==> config.mk <==
export PLATFORM = sky130hd
export DESIGN_NAME = seq_alu
export DESIGN_NICKNAME = d
export VERILOG_FILES = /design/src/rtl/alu_pkg.sv /design/src/rtl/alu_core.sv /design/src/rtl/seq_alu.sv
export SDC_FILE = /design/constraint.sdc
export NUM_CORES = 1
export LEC_CHECK = 0
export CORE_MARGIN = 5
export CORE_UTILIZATION = 45
export DETAILED_ROUTE_END_ITERATION = 10
export PLACE_DENSITY = 0.67
export SLEW_MARGIN = 20
export SYNTH_ARGS = -nofsm -noshare
export SYNTH_HDL_FRONTEND = slang
export SYNTH_SLANG_ARGS = --single-unit
==> constraint.sdc <==
create_clock -name clk -period 5.71 [get_ports clk]
set_input_delay 1.713 -clock clk [delete_from_list [all_inputs] [get_ports clk]]
set_output_delay 1.713 -clock clk [all_outputs]
set_load 0.005 [all_outputs]
==> src/rtl/alu_pkg.sv <==
// Shared definitions for the sequential ALU: control codes, widths, FSM states.
package alu_pkg;

  localparam int unsigned DATA_W  = 32;
  localparam int unsigned SHAMT_W = 5;
  localparam int unsigned CTL_W   = 4;

  // Codes as emitted by the ALU control decoder
  localparam logic [CTL_W-1:0] CTL_AND  = 4'd0;
  localparam logic [CTL_W-1:0] CTL_OR   = 4'd1;
  localparam logic [CTL_W-1:0] CTL_ADD  = 4'd2;
  localparam logic [CTL_W-1:0] CTL_SUB  = 4'd6;
  localparam logic [CTL_W-1:0] CTL_SLT  = 4'd7;
  localparam logic [CTL_W-1:0] CTL_SLTU = 4'd8;
  localparam logic [CTL_W-1:0] CTL_SLL  = 4'd9;
  localparam logic [CTL_W-1:0] CTL_SRL  = 4'd10;

  typedef enum logic [1:0] {
    IDLE  = 2'd0,
    SHIFT = 2'd1,
    DONE  = 2'd2
  } state_t;

  function automatic logic is_shift(input logic [CTL_W-1:0] ctl);
    return (ctl == CTL_SLL) || (ctl == CTL_SRL);
  endfunction

endpackage

==> src/rtl/alu_core.sv <==
// Single-cycle ALU datapath; shift codes are legal here but produced by the top.
module alu_core
  import alu_pkg::*;
(
  input  logic [CTL_W-1:0]  ctl,
  input  logic [DATA_W-1:0] a,
  input  logic [DATA_W-1:0] b,
  output logic [DATA_W-1:0] y_c,
  output logic              illegal_c
);

  always_comb begin
    y_c       = '0;
    illegal_c = 1'b0;
    case (ctl)
      CTL_AND:  y_c = a & b;
      CTL_OR:   y_c = a | b;
      CTL_ADD:  y_c = a + b;
      CTL_SUB:  y_c = a - b;
      CTL_SLT:  y_c = DATA_W'($signed(a) < $signed(b));
      CTL_SLTU: y_c = DATA_W'(a < b);
      CTL_SLL,
      CTL_SRL:  y_c = '0;
      default:  illegal_c = 1'b1;
    endcase
  end

endmodule

==> src/rtl/seq_alu.sv <==
// Multi-cycle ALU: single-cycle logic/arith/compare, iterative one-bit-per-cycle shifts,
// valid/ready handshakes on both sides with at most one operation in flight.
module seq_alu
  import alu_pkg::*;
(
  input  logic               clk,
  input  logic               reset,
  input  logic               in_valid,
  output logic               in_ready,
  input  logic [CTL_W-1:0]   alu_ctl,
  input  logic [DATA_W-1:0]  a,
  input  logic [DATA_W-1:0]  b,
  input  logic [SHAMT_W-1:0] shamt,
  output logic               out_valid,
  input  logic               out_ready,
  output logic [DATA_W-1:0]  result,
  output logic               zero,
  output logic               illegal
);

  state_t              state;
  logic [DATA_W-1:0]   shreg;
  logic [SHAMT_W-1:0]  cnt;
  logic                shift_left;

  logic [DATA_W-1:0]   core_y;
  logic                core_illegal;
  logic [DATA_W-1:0]   done_val;
  logic [DATA_W-1:0]   shifted;

  alu_core u_core (
    .ctl       (alu_ctl),
    .a         (a),
    .b         (b),
    .y_c       (core_y),
    .illegal_c (core_illegal)
  );

  // Zero-amount shifts pass b straight through on the single-cycle path
  assign done_val = is_shift(alu_ctl) ? b : core_y;
  assign shifted  = shift_left ? {shreg[DATA_W-2:0], 1'b0} : {1'b0, shreg[DATA_W-1:1]};

  always_ff @(posedge clk) begin
    if (reset) begin
      state      <= IDLE;
      in_ready   <= 1'b1;
      out_valid  <= 1'b0;
      result     <= '0;
      zero       <= 1'b1;
      illegal    <= 1'b0;
      cnt        <= '0;
      shreg      <= '0;
      shift_left <= 1'b0;
    end else begin
      case (state)
        IDLE: begin
          if (in_valid) begin
            in_ready <= 1'b0;
            if (is_shift(alu_ctl) && (shamt != '0)) begin
              shreg      <= b;
              cnt        <= shamt;
              shift_left <= (alu_ctl == CTL_SLL);
              state      <= SHIFT;
            end else begin
              result    <= done_val;
              zero      <= (done_val == '0);
              illegal   <= core_illegal;
              out_valid <= 1'b1;
              state     <= DONE;
            end
          end
        end
        SHIFT: begin
          shreg <= shifted;
          cnt   <= cnt - SHAMT_W'(1);
          if (cnt == SHAMT_W'(1)) begin
            result    <= shifted;
            zero      <= (shifted == '0);
            illegal   <= 1'b0;
            out_valid <= 1'b1;
            state     <= DONE;
          end
        end
        DONE: begin
          // Outputs hold until the consumer takes the result
          if (out_ready) begin
            out_valid <= 1'b0;
            in_ready  <= 1'b1;
            state     <= IDLE;
          end
        end
        default: begin
          state     <= IDLE;
          in_ready  <= 1'b1;
          out_valid <= 1'b0;
        end
      endcase
    end
  end

endmodule

==> impl_metrics.ini <==
[place]
post-place-ws_ns = -0.1286
dpl_cell_area_sq_mm = 0.01137
port_buffers = 112
gp_congestion = 0.9862
dpl.hpwl_mm = 28.50

[die]
core_area_sq_mm = 0.01953
die-area_sq_mm = 0.02281
start_util_pct = 45.83
die_y_microns = 151.0
die_w_microns = 151.0
num_rows = 51
ioPinCount = 113

[clock_network]
holdBufCountCts = 0
cts_tree = done
numCtsBuffers = 9
h-tree-depth = 3
ctsLongestPathBuffers = 2
numClockSinks = 76
post-cts-setup-buffer-count = 0
cts_resized = 0
clk-insertion-delay-late_ns = 0.34
cts_root_buf = clkbuf_16
clk_pin_slew_ns = 0.06

[drt]
drt_wl_total_mm = 35.59
drtAntennaViolNets = 0
drtPass1Iterations = 5
drt_iter0_drc = 995
vias = 10460
viasPerCell = 6.016
wl_per_cell_microns = 20.47
route.detailed.drc = 0

[finish]
design_area_sq_mm = 0.01168
drive_above_1_share_pct = 14.94
n_antenna_cell = 0
area_growth_pct = 30.55
finalNetCount = 1648

[logic_synthesis]
synth_area_leaders = dfxtp_1 17%, ha_1 14%, a21oi_1 7.8%
synth_edf_count = 0
synth_area_sq_mm = 0.008950
synth_top_flop_cell = dfxtp_1
yosysTopAreaCell = dfxtp_1
synth_top_area_share_pct = 17.00
synth_seq_cells = 76
synth_warnings = 0
ys_seq_area_share_pct = 17.00
avgSynthCellArea_sq_um = 7.109
ys_types = 80
synth_cells = 1259
synth.most_common_cell = a21oi_1
synth_common_cells = 140 x a21oi_1, 113 x nor2_1, 103 x nand2_1
synth_fp_nets = 1439
synthArstFlopShare_pct = 0

[timing]
rsz0062_at_grt = false
post-route-period-util_pct = 96.68
tightest_slew_ns = 0.9049
hold_viol = 0
fin_worst_skew_ns = 0.009455
slew_headroom_pct = 39.67
post-route-min-period_ns = 5.520
fmax_ghz = 0.1811
setup_viol = 0
finalWorstSetupSlack_ns = 0.1895
final_max_slew_viol_count = 0
setup_tns_ns = 0

[pwr]
powerDensity_mw_per_mm2 = 179.2
share_comb_of_total_power_pct = 44.0
p_switching_mw = 0.7697
swShare_pct = 36.76
p_int_mw = 1.324
pwr-share-seq_pct = 27.9
ir_drop_mv = 0.1192
clockPowerShare_pct = 28.1
cellLeakagePower_nw = 4.899
finalPower_mw = 2.094

[global_route]
grt_pass1_vias = 9799
grtUsageMet3_pct = 4.159
grt_start_max_net_pins = 59
grt_pass1_wl_mm = 55.17
grt_antenna_before_repair = 0
grt-ovfl-total = 0
busiest_layer = met2
grtUsageMet2_pct = 48.72
grt_use_met1_pct = 43.97
gr-usage-all-layers_pct = 30.69

[critical_path]
slowest_stage = clkdlybuf4s50_1
crit_path_start_kind = primary input
cp_cell_sequence = clkdlybuf4s50_1, inv_1, ha_1, a21o_1, nand4_1, a2111oi_2, buf_4, nor3b_1, o21a_1, o311ai_0, buf_4, xnor2_1, o21ai_0, a2111oi_0, buf_4, nand4_1, o31ai_2
path_common_cell = buf_4
crit_type = in -> reg
critPathArrivalTime_ns = 5.78
cp_slowest_stage_delay_ns = 0.52
cp.required_ns = 5.96
end_kind = flip-flop
worstPathMaxFanout = 3

[min_path]
hp-class = reg -> reg

[status]
status = completed

[run]
cap_violations = 0
path summary, 6_finish.rpt:
kind                                 from        end  slack, ns  depth (start not counted)
worst max-delay path                 b[1]       zero       0.19                         17
worst min-delay path            result[1]  result[1]       0.46                          2
worst max register to register   state[1]       zero       2.50                         10
worst min register to register  result[1]  result[1]       0.46                          2
worst max-delay path, delay by kind of cell:
family          cells  cell delay [ns]
compound gates      7             2.12
buf+inv             5             1.15
simple gates        3             0.37
fa+ha+maj           1             0.30
xor+xnor            1             0.10
routing by layer:
| metal | part of all wire, % | vias up | wire length [microns] |
|---|---|---|---|
| met2 | 44 | 411 | 15640 |
| met5 | 0 | - | 0 |
| met3 | 7.6 | 59 | 2705 |
| met1 | 46 | 4989 | 16530 |
| met4 | 2.0 | 0 | 709 |
| li1 | - | 4997 | - |
layout make-up:
class | count | area [sq um]
multi-input combinational | 991 | 6709
clock buffer | 10 | 239.0
timing repair buffer | 287 | 2425
tap | 265 | 331.6
sequential | 76 | 1523
clock inverter | 6 | 70.07
fill | 1890 | 7843
inverter | 103 | 386.6
power groups by stage:
stage / sequential [mW] / combinational, mW / clock (mW)
after floorplan: 0.588 / 0.495 / 0
after global placement: 0.594 / 0.898 / 0
after detailed placement: 0.595 / 0.897 / 0
after CTS: 0.584 / 0.903 / 0.592
after global routing: 0.587 / 0.997 / 0.619
final: 0.584 / 0.921 / 0.589
flip-flops by register name, indices dropped and copies added, names as in the netlist:
name,count
shreg,32
illegal,1
out_valid,1
cnt,5
zero,1
result,32
state,2
shift_left,1
in_ready,1
per-stage QoR:
step	util (%)	std cells	hold slack, ns
2_1_floorplan	-	1259	0.4439
3_3_place_gp	58.23	1722	0.4377
6_report	59.84	1738	0.4555
5_1_grt	59.84	1738	0.4686
3_5_place_dp	58.23	1722	0.4480
4_1_cts	59.81	1738	0.4563
logic make-up after synthesis:
logic type	Yosys count	share of synthesized area [%]
AOI/OAI and AO/OA	447	33.26
muxes	24	2.684
buffers and inverters	192	8.402
xor gates and xnor gates	28	2.740
adders and majority gates	103	14.57
and+or+nand+nor	389	21.35
DFF	76	17.00
placed cells by master (no fill, tap or decap), types with 11 or more instances in the layout:
master	netlist	final
a21o_1	12	12
mux2i_1	24	24
nand2_1	103	103
buf_4	0	175
a21oi_1	140	139
nand4_1	13	13
o21ai_0	66	66
nor2_1	113	112
nor2b_1	31	30
inv_1	101	101
o211ai_1	34	34
a211oi_1	51	51
a31oi_1	12	12
a22oi_1	17	17
xnor2_1	25	25
clkdlybuf4s50_1	0	110
a221oi_1	19	19
nand3_1	22	22
o21bai_1	11	11
ha_1	101	101
nor3_1	29	29
dfxtp_1	76	75
Power figures use the tool's default switching activity.
